## src/rtl/md6_joystick_scanner.sv

```systemverilog
// md6_joystick_scanner
//   Host-side scan controller for a Mega Drive 6-button pad. It walks the
//   select line through an idle gap followed by eight select phases, samples
//   the pad data at the end of each phase, and publishes one atomic button word
//   per scan. The word layout is {MODE,X,Z,Y,START,A,C,B,U,D,L,R}, active-high.
//
// Ports
//   clk, reset    : system clock, asynchronous active-high reset
//   scan_en       : level, allows a new scan to start after the gap
//   data_in[5:0]  : pad data pins, active-low, asynchronous to clk
//   select_out    : pad select (pin 7), registered, high while idle
//   buttons[11:0] : last published button word
//   is_6button    : last scan saw a 6-button pad
//   connected     : last scan saw a pad
//   valid         : one-cycle pulse when the three outputs above update
//   busy          : high during the eight select phases
module md6_joystick_scanner #(
    parameter int PHASE_CYCLES = 56,
    parameter int GAP_CYCLES   = 56000
) (
    input  logic        clk,
    input  logic        reset,
    input  logic        scan_en,
    input  logic [5:0]  data_in,
    output logic        select_out,
    output logic [11:0] buttons,
    output logic        is_6button,
    output logic        connected,
    output logic        valid,
    output logic        busy
);

    localparam int PH_W  = (PHASE_CYCLES > 1) ? $clog2(PHASE_CYCLES) : 1;
    localparam int GAP_W = $clog2(GAP_CYCLES + 1);
    localparam logic [PH_W-1:0]  PH_LAST  = PH_W'(PHASE_CYCLES - 1);
    localparam logic [GAP_W-1:0] GAP_LOAD = GAP_W'(GAP_CYCLES);

    typedef enum logic [3:0] {
        S_GAP, S_PH0, S_PH1, S_PH2, S_PH3, S_PH4, S_PH5, S_PH6, S_PH7
    } state_t;

    state_t state_q, state_d;

    logic [5:0]       sync1_q, sync1_d, sync2_q, sync2_d;
    logic [5:0]       d;
    logic [PH_W-1:0]  ph_cnt_q, ph_cnt_d;
    logic [GAP_W-1:0] gap_cnt_q, gap_cnt_d;
    logic             ph_last, gap_expired, publish, scan_start;

    logic [11:0]      sh_btn_q, sh_btn_d;
    logic             sh_conn_q, sh_conn_d;
    logic             sh_six_q, sh_six_d;

    logic [11:0]      buttons_q, buttons_d;
    logic             is6_q, is6_d, conn_q, conn_d, valid_q, valid_d;
    logic             select_q, select_d, busy_q, busy_d;

    // ------------------------------------------------------------------
    // State register
    // ------------------------------------------------------------------
    always_ff @(posedge clk or posedge reset) begin
        if (reset) begin
            state_q  <= S_GAP;
            select_q <= 1'b1;
            busy_q   <= 1'b0;
        end else begin
            state_q  <= state_d;
            select_q <= select_d;
            busy_q   <= busy_d;
        end
    end

    // ------------------------------------------------------------------
    // Next-state logic
    // ------------------------------------------------------------------
    always_comb begin
        state_d = state_q;
        unique case (state_q)
            S_GAP:   if (gap_expired && scan_en) state_d = S_PH0;
            S_PH7:   if (ph_last) state_d = S_GAP;
            default: if (ph_last) state_d = state_t'(state_q + 4'd1);
        endcase
    end

    // ------------------------------------------------------------------
    // Output logic: decoded from the next state so the registered select
    // and busy line up with the state they belong to.
    // ------------------------------------------------------------------
    always_comb begin
        select_d = 1'b1;
        busy_d   = (state_d != S_GAP);
        unique case (state_d)
            S_PH1, S_PH3, S_PH5, S_PH7: select_d = 1'b0;
            default:                    select_d = 1'b1;
        endcase
    end

    // ------------------------------------------------------------------
    // Datapath: synchronizer, phase/gap counters, shadow capture, publish
    // ------------------------------------------------------------------
    assign d           = ~sync2_q;
    assign ph_last     = (state_q != S_GAP) && (ph_cnt_q == PH_LAST);
    // Expired one count early so the gap lasts exactly GAP_CYCLES cycles.
    assign gap_expired = (gap_cnt_q <= GAP_W'(1));
    assign publish     = (state_q == S_PH7) && ph_last;
    assign scan_start  = (state_q == S_GAP) && (state_d == S_PH0);

    always_comb begin
        sync1_d   = data_in;
        sync2_d   = sync1_q;

        ph_cnt_d  = (state_q == S_GAP || ph_last) ? '0 : ph_cnt_q + PH_W'(1);

        gap_cnt_d = gap_cnt_q;
        if (publish)
            gap_cnt_d = GAP_LOAD;
        else if (state_q == S_GAP && gap_cnt_q != '0)
            gap_cnt_d = gap_cnt_q - GAP_W'(1);

        sh_btn_d  = sh_btn_q;
        sh_conn_d = sh_conn_q;
        sh_six_d  = sh_six_q;
        if (scan_start) begin
            sh_btn_d  = '0;
            sh_conn_d = 1'b0;
            sh_six_d  = 1'b0;
        end else if (ph_last) begin
            unique case (state_q)
                S_PH0: sh_btn_d[5:0] = {d[5], d[4], d[0], d[1], d[2], d[3]};
                S_PH1: begin
                    sh_btn_d[7:6] = d[5:4];
                    // A pad grounds pins 3/4 while select is low.
                    sh_conn_d     = (d[3:2] == 2'b11);
                end
                // 6-button pads ground all four direction pins here.
                S_PH5: sh_six_d = (d[1:0] == 2'b11);
                S_PH6: if (sh_six_q) sh_btn_d[11:8] = {d[3], d[2], d[0], d[1]};
                default: ;
            endcase
        end

        buttons_d = buttons_q;
        is6_d     = is6_q;
        conn_d    = conn_q;
        valid_d   = publish;
        if (publish) begin
            conn_d    = sh_conn_q;
            is6_d     = sh_conn_q & sh_six_q;
            if (!sh_conn_q)
                buttons_d = '0;
            else if (sh_six_q)
                buttons_d = sh_btn_q;
            else
                buttons_d = {4'b0000, sh_btn_q[7:0]};
        end
    end

    always_ff @(posedge clk or posedge reset) begin
        if (reset) begin
            sync1_q   <= '1;
            sync2_q   <= '1;
            ph_cnt_q  <= '0;
            gap_cnt_q <= GAP_LOAD;
            sh_btn_q  <= '0;
            sh_conn_q <= 1'b0;
            sh_six_q  <= 1'b0;
            buttons_q <= '0;
            is6_q     <= 1'b0;
            conn_q    <= 1'b0;
            valid_q   <= 1'b0;
        end else begin
            sync1_q   <= sync1_d;
            sync2_q   <= sync2_d;
            ph_cnt_q  <= ph_cnt_d;
            gap_cnt_q <= gap_cnt_d;
            sh_btn_q  <= sh_btn_d;
            sh_conn_q <= sh_conn_d;
            sh_six_q  <= sh_six_d;
            buttons_q <= buttons_d;
            is6_q     <= is6_d;
            conn_q    <= conn_d;
            valid_q   <= valid_d;
        end
    end

    assign select_out = select_q;
    assign busy       = busy_q;
    assign buttons    = buttons_q;
    assign is_6button = is6_q;
    assign connected  = conn_q;
    assign valid      = valid_q;

endmodule
```

## config.mk

```make
export PLATFORM = sky130hd
export DESIGN_NAME = md6_joystick_scanner
export DESIGN_NICKNAME = d
export VERILOG_FILES = /design/src/rtl/md6_joystick_scanner.sv
export SDC_FILE = /design/constraint.sdc
export NUM_CORES = 1
export LEC_CHECK = 0
export ABC_CLOCK_PERIOD_IN_PS = 3500
export CAP_MARGIN = 20
export CORE_MARGIN = 2
export CORE_UTILIZATION = 40
export CTS_CLUSTER_DIAMETER = 40
export CTS_CLUSTER_SIZE = 24
export DETAILED_ROUTE_END_ITERATION = 8
export PLACE_DENSITY = 0.67
export SETUP_SLACK_MARGIN = 0.02
export SLEW_MARGIN = 20
export SYNTH_ARGS = -nofsm -noshare
export SYNTH_HDL_FRONTEND = slang
export SYNTH_SLANG_ARGS = --single-unit
```

## constraint.sdc

```tcl
create_clock -name clk -period 3.5 [get_ports clk]
set_input_delay 0.875 -clock clk [delete_from_list [all_inputs] [get_ports clk]]
set_output_delay 0.875 -clock clk [all_outputs]
set_load 0.03 [all_outputs]
```

==> results.txt, run 1 <==
The capturing element of the worst setup path is busy$_DFF_PP0_. dfrtp_1 is the most common cell in the netlist. The final net count is 337, and the final RePlAce weighted congestion is 0.805. Counting instances in the post-synthesis netlist gives the leading cell types as dfrtp_1, nand2_1, nor2_1. For this design the ratio of total power to cell area is 423 mW/mm². Summed over all layers, the routed wires come to 5640 µm.

Of the cells placed in the final design, the portion with a size suffix greater than 1 is 14.8%. After detailed routing, the average wire length per cell comes to 13.2 µm. The run gives 3810 µm as the final HPWL from detailed placement.

Yosys printed 0 warnings. The most used flip-flop cell after synthesis was dfrtp_1. The logs give 44 for the number of different library cells in the post-synthesis netlist and 56.6% for the post-synthesis sequential area ratio. For the clock net sink count, the log shows 69. For the worst flop-to-flop path, the logic depth is 9. The initial antenna violation count was 0; the clock latency on the worst-skew pair was 0.35 ns. Of all cell types, the one taking the most synthesized area is dfrtp_1. Average cell area after synthesis: 10.6 µm². In this run the core area contains 32 standard-cell rows.

The number of max-slew violations in the final report came out at 0. The pre-antenna-repair detailed-routing pass consisted of 4 iterations. Gates resized during post-CTS repair numbered 0. The clock tree synthesis step divided the H-tree into 3 levels.

TritonCTS built the clock tree. Sequential cells burn 52.9% of the power. The tools report the launch point of the worst hold path as sync1_q[5]$_DFF_PP1_.

The sort of element at the start of the critical path was a flop. The clock skew after layout is 0.00713 ns, and the area fraction of the dominant cell type after synthesis is 39.6%. The flow ran to the end, and the final reports show no timing, DRC or antenna violations. The fraction of power consumed by the clock network was 45.4%. The setup slack on the worst flop-to-flop path was 0.91 ns. In this run, post-CTS hold repair placed 0 buffers.

Slew at the pin with the worst max-slew slack: 0.821 ns. The first global-routing pass estimated 10000 µm of wire. For the final routed database, the setup TNS stands at 0 ns. Buffers added to address setup during post-CTS repair amount to 0. The mean number of vias per cell works out to 5.02. The logs give 0 for the max-capacitance violation count and 77 for the count of routing violations after the opening detailed-route iteration. Relative to the synthesized area, the layout overhead comes to 17.7%.

The switching component of the power was 0.321 mW. The worst hold path belongs to the class flop to flop. The highest fanout seen on the critical path came out at 6. Critical path class: flop to flop.

The switching portion of total power works out to 20.9%. Yosys mapped a number of flops with a built-in enable equal to 0. After detailed routing, the number of remaining DRC violations is 0. The total chip power is 1.54 mW.

The total internal power came out at 1.22 mW. The synthesized netlist occupies a cell area of 0.00309 mm². In this run the remaining antenna-violating nets after routing total 0.

The static power due to leakage is 1.57 nW. The number of antenna diodes in the final layout is 0. The number of hold violations in the final report is 0. The die is 92.0 µm tall. The buffer levels on the longest clock path is 2, and the final count of negative-setup-slack endpoints is 0. The tools report the number of nets in the synthesized netlist as 311. The period utilization was 74.1%; the final global-route overflow total was 0. The fmax is 386 MHz, and the initial standard-cell utilization of the core is 40.7%.

The core region is 0.00761 mm². Clock-pin slew was measured on the worst setup and hold paths at 0.07 ns. The combinational share of power came out at 1.7%. Ranked by total cell area, the synthesized netlist is headed by dfrtp_1, dfstp_2, nand2_1. The via count of the first global-routing pass was 2093; the number of CTS-inserted buffers was 9. The tools report the worst max-slew margin expressed relative to the limit as 45.3%. The run gives 293 as the post-synthesis instance total.

VDD sags by at most 199 µV. The flop and latch count out of synthesis came out at 69. Clock tree synthesis selected as its root buffer the cell clkbuf_8.

The number of port buffers works out to 25. Entering global routing, the biggest net connects 70 pins. In this run the horizontal extent of the chip is 92.0 µm. The final route contains 2138 vias. For the worst setup path, the data arrival time is 2.82 ns. In this run the critical register-to-register path is launched from state_q[0]$_DFF_PP0_. The fraction of synthesis flops using an asynchronous set or reset pin is 100%, and the I/O pin count is 26. The logs give 0.00845 mm² for the area of the die and 3.72 ns for the required time of the critical path. The tools report the endpoint class of the critical path as a flop. The most critical setup path has its startpoint at state_q[0]$_DFF_PP0_. The clock period could shrink to 2.59 ns. The endpoint identified for the worst register-to-register timing path is busy$_DFF_PP0_. Global routing used 15.0% of the available tracks across all layers.

Setup repair after global routing left no endpoint under its margin.
kinds of logic after synthesis:
kind of cell / synth area share (%)
buf+inv: 3.19
xor+xnor: 3.68
mux: 2.63
compound gates: 7.32
simple gates: 22.9
flops: 56.6
fa+ha+maj: 3.64
power by group through the flow:
stage / clock, mW / combinational, mW / sequential, mW
after global routing: 0.760 / 0.0305 / 0.815
after detailed placement: 0 / 0.0276 / 0.829
after global placement: 0 / 0.0273 / 0.829
after CTS: 0.718 / 0.0274 / 0.814
final: 0.700 / 0.0261 / 0.814
after floorplan: 0 / 0.0130 / 0.827
layout by cell type, fill, tap and decap left out, types with 4 or more instances in the layout:
master           instances
a211oi_1                 9
nand2_1                 41
dfstp_2                 20
nand3_1                 28
nand4_1                  6
ha_1                     9
mux2i_1                  7
inv_1                    9
clkdlybuf4s50_1         25
o21ai_0                  8
a21oi_1                  4
nor3_1                  11
dfrtp_1                 49
nor2_1                  32
clkbuf_8                 9
xor2_1                  10
worst min-delay path by stage:
stage                                end  cells after the start  slack [ns]
finish              sync2_q[5]$_DFF_PP1_                      0        0.36
global route        sync2_q[2]$_DFF_PP1_                      0        0.36
CTS                 sync2_q[2]$_DFF_PP1_                      0        0.36
detailed placement  sync2_q[0]$_DFF_PP1_                      0        0.35
global placement    sync2_q[5]$_DFF_PP1_                      0        0.35
floorplan           sync2_q[0]$_DFF_PP1_                      0        0.35
worst max-delay path: stages (launching register included):
cell	delay, ns
dfrtp_1	0.44
inv_1	0.10
ha_1	0.25
or3b_1	0.37
nand3_1	0.19
ha_1	0.22
mux2i_1	0.13
mux2i_1	0.11
or2_2	0.31
or3_1	0.37
state kept, by name, indices dropped and copies added (netlist names), 4 cells and up:
signal	count
gap_cnt_q	16
sync1_q	6
state_q	4
sync2_q	6
ph_cnt_q	6
buttons	12
sh_btn_q	12
final cells by class:
cell class	count	area (µm²)
fillers	723	3970
flip-flops and latches	69	1750
multi-input cells	202	1240
repair buffers	27	265
clock buffers	10	128
well taps	102	128
clock inverters	6	87.6
inverters	10	37.5
stage by stage:
step / area [µm²] / setup slack (ns) / hold slack, ns / util [%] / cells
2_1_floorplan: 3090 / 0.918 / 0.345 / - / 293
3_3_place_gp: 3430 / 1.05 / 0.346 / 45.0 / 410
3_5_place_dp: 3430 / 0.942 / 0.347 / 45.0 / 410
4_1_cts: 3640 / 0.910 / 0.358 / 47.9 / 426
5_1_grt: 3640 / 0.772 / 0.363 / 47.9 / 426
6_report: 3640 / 0.908 / 0.358 / 47.9 / 426
layer usage:
layer,track usage (%),wire length (µm),vias up,part of all wire (%)
met5,0,0,-,0
met4,9.20,126,0,2.2
met3,2.55,199,10,3.5
met2,22.2,2650,43,47
met1,20.7,2660,1020,47
li1,-,-,1065,-
Note: power is estimated with default switching activity, not from simulation.
==> run 2: changes to the inputs <==
--- a/config.mk
+++ b/config.mk
@@ -5,14 +5,14 @@
 export SDC_FILE = /design/constraint.sdc
 export NUM_CORES = 1
 export LEC_CHECK = 0
-export ABC_CLOCK_PERIOD_IN_PS = 3500
+export ABC_CLOCK_PERIOD_IN_PS = 2300
 export CAP_MARGIN = 20
 export CORE_MARGIN = 2
 export CORE_UTILIZATION = 40
 export CTS_CLUSTER_DIAMETER = 40
 export CTS_CLUSTER_SIZE = 24
 export DETAILED_ROUTE_END_ITERATION = 8
-export PLACE_DENSITY = 0.67
+export PLACE_DENSITY = 0.69
 export SETUP_SLACK_MARGIN = 0.02
 export SLEW_MARGIN = 20
 export SYNTH_ARGS = -nofsm -noshare
==> constraint.sdc (replaced) <==
create_clock -name clk -period 2.3 [get_ports clk]
set_input_delay 0.575 -clock clk [delete_from_list [all_inputs] [get_ports clk]]
set_output_delay 0.575 -clock clk [all_outputs]
set_load 0.03 [all_outputs]
==> run 2 against run 1 <==
Against the previous run:
- first-iteration DRC count grew 10%
- register-to-register slack worse by 0.85 ns
- worst hold slack worse by 0.0021 ns
- count of clock-buffer cells in the layout unchanged
- sequential cell count unchanged
- sequential power increased by 52%
- global-route usage grew 0.76 points
- critical path type unchanged
- largest cell class unchanged
==> results.txt, run 2 (synthesis results as in run 1) <==
The max-capacitance violation count is 0. TritonCTS built the clock tree. The number of inserted diodes is 0. The design draws 2.48 mW. Including well taps, the total number of placed cells is 423. The final worst hold slack is 0.356 ns, and the wire length of the first global-routing pass is 10500 µm. The initial standard-cell utilization of the core is 40.7%. Clock tree synthesis selected as its root buffer the cell clkbuf_8. Final net count: 351.

In this run the worst hold path is classified as flop to flop. The via count of the first global-routing pass is 2237. From left edge to right edge, the die measures 92.0 µm. The post-route netlist has 19.5% of its cells at a drive strength greater than 1. In the final layout, the multi-input gates occupy 0.00128 mm². The overall track demand over capacity in global routing is 15.8%, and the final wirelength is 6150 µm. Leaving out fill and tap cells, the most frequent cells in the layout are dfrtp_1, nand2_1, nor2_1, nand3_1, clkdlybuf4s50_1. The static power due to leakage came out at 1.67 nW. Summed over all failing endpoints, the final setup total negative slack is 0 ns. Area of the die: 0.00845 mm².

Detailed routing inserted a total of 2244 vias. Number of hold violations in the final report: 0. The overall die height is 92.0 µm. Dividing the detail-routed wire length by the instance count gives 14.0 µm. The layout has 719 filler cells.

The register name with the most flops is gap_cnt_q. The tools report the setup fix buffers added after clock tree synthesis as 0. The tools report the clock latency on the worst-skew pair as 0.35 ns. Once detailed placement completed, the half-perimeter wirelength came to 4150 µm. For this design the top-level I/O count stands at 26. At the worst endpoint, the arrival time is 2.46 ns. In this run the core area contains 32 standard-cell rows. The number of max-slew violations in the final report was 0. The count of buffers added on input and output ports is 25. The final global-route overflow total was 0. No sink is reached through more buffers than the 2 on the longest clock path.

The count of cells in the finished layout, fillers not included, comes to 440. The power density over the cells works out to 647 mW/mm². The worst pin sits at a relative slew slack of 60.1%. For the standard cell core area, the log shows 0.00761 mm². The first TritonRoute pass finished after 4 iterations.

The clock net sink count came out at 69. At the end of routability-driven placement, the weighted congestion stood at 0.802. The register with the most flip-flops in the layout has 16 of them. IR analysis of the VDD net gives a maximum drop of 239 µV. The tools report the clock skew after layout as 0.0160 ns. The critical path class is flop to flop. The library cell used most frequently in the layout, excluding fill and tap cells, is dfrtp_1. At the pin with the least slew margin, the transition time is 0.589 ns.

The worst setup path is launched from a flop. The clock slew at the register clock pins of the worst setup and hold paths is 0.07 ns. Buffers inserted during clock tree synthesis total 9. Setup violations remaining at the end of the flow were counted as 0. The period utilization is 97.4%, and the number of H-tree levels is 3. The number of DRC violations after detailed routing came out at 0. Counting I/O delays and the setup requirement, the final critical path takes 2.24 ns. Entering global routing, the biggest net connects 31 pins. The endpoint class of the critical path was a flop. After detailed routing, the number of vias per cell comes to 5.10. Setup repair after global routing could not meet its margin everywhere. The sequential cell area in the final layout is 0.00175 mm².

Relative to the synthesized area, the layout overhead comes to 23.6%. The flow ran to the end, and the final reports show no timing, DRC or antenna violations. The initial antenna violation count was 0. The highest fanout seen on the critical path is 3, and the required time of the critical path is 2.52 ns. For the count of routing violations after the opening detailed-route iteration, the log shows 85. Once detail routing completed, the nets flagged for antenna violations numbered 0. Timing would allow up to 446 MHz.
run 2: final cells by class:
type,count,area share (%)
Multi-Input combinational cell,203,33.4
Inverter,10,1.08
Timing Repair Buffer,40,10.1
Tap cell,102,3.34
Clock inverter,6,2.91
Sequential cell,69,45.8
Clock buffer,10,3.34
run 2: per-stage QoR:
| stage | cell area (µm²) | setup slack, ns | utilization, % |
|---|---|---|---|
| 6_report | 3820 | 0.0596 | 50.3 |
| 5_1_grt | 3820 | -0.0434 | 50.3 |
| 4_1_cts | 3790 | 0.0829 | 49.8 |
| 3_5_place_dp | 3550 | 0.124 | 46.7 |
| 3_3_place_gp | 3550 | 0.192 | 46.7 |
| 2_1_floorplan | 3100 | 0.0199 | - |
run 2: final timing paths:
kind | start | to | slack, ns | depth (start not counted)
max | state_q[1]$_DFF_PP0_ | busy$_DFF_PP0_ | 0.06 | 9
min | sync1_q[2]$_DFF_PP1_ | sync2_q[2]$_DFF_PP1_ | 0.36 | 0
max reg2reg | state_q[1]$_DFF_PP0_ | busy$_DFF_PP0_ | 0.06 | 9
min reg2reg | sync1_q[2]$_DFF_PP1_ | sync2_q[2]$_DFF_PP1_ | 0.36 | 0
max in group asynchronous | reset | gap_cnt_q[11]$_DFFE_PP1P_ | 1.11 | 3
min in group asynchronous | reset | ph_cnt_q[4]$_DFF_PP0_ | 0.63 | 2
run 2: where the power goes:
group | leakage [nW] | internal (mW) | switching (mW) | total [mW]
sequential | 0.795 | 1.23 | 0.00672 | 1.24
clock | 0.117 | 0.722 | 0.466 | 1.19
combinational | 0.760 | 0.0201 | 0.0276 | 0.0477
run 2: timing repair:
| action | in CTS | in global routing |
|---|---|---|
| resized for setup | 0 | 5 |
| hold buffers | 0 | 0 |
| endpoints found under the setup margin | 0 | 13 |
| hold endpoints to repair | 0 | 0 |
run 2: worst max-delay path, cell delays in order, from the launching register on:
cell,delay (ns)
dfrtp_1,0.36
inv_1,0.08
ha_1,0.20
or3b_1,0.22
nand3_2,0.11
ha_1,0.21
mux2i_1,0.14
mux2i_1,0.11
or2_2,0.31
or3_1,0.38
run 2: metal layers:
metal / global-route usage [%] / up-vias / part of all wire [%] / routed length, µm
li1: - / 1099 / - / -
met1: 20.9 / 1091 / 47 / 2880
met2: 24.4 / 44 / 48 / 2960
met3: 3.20 / 10 / 3.0 / 187
met4: 8.58 / 0 / 2.0 / 122
met5: 0 / - / 0 / 0
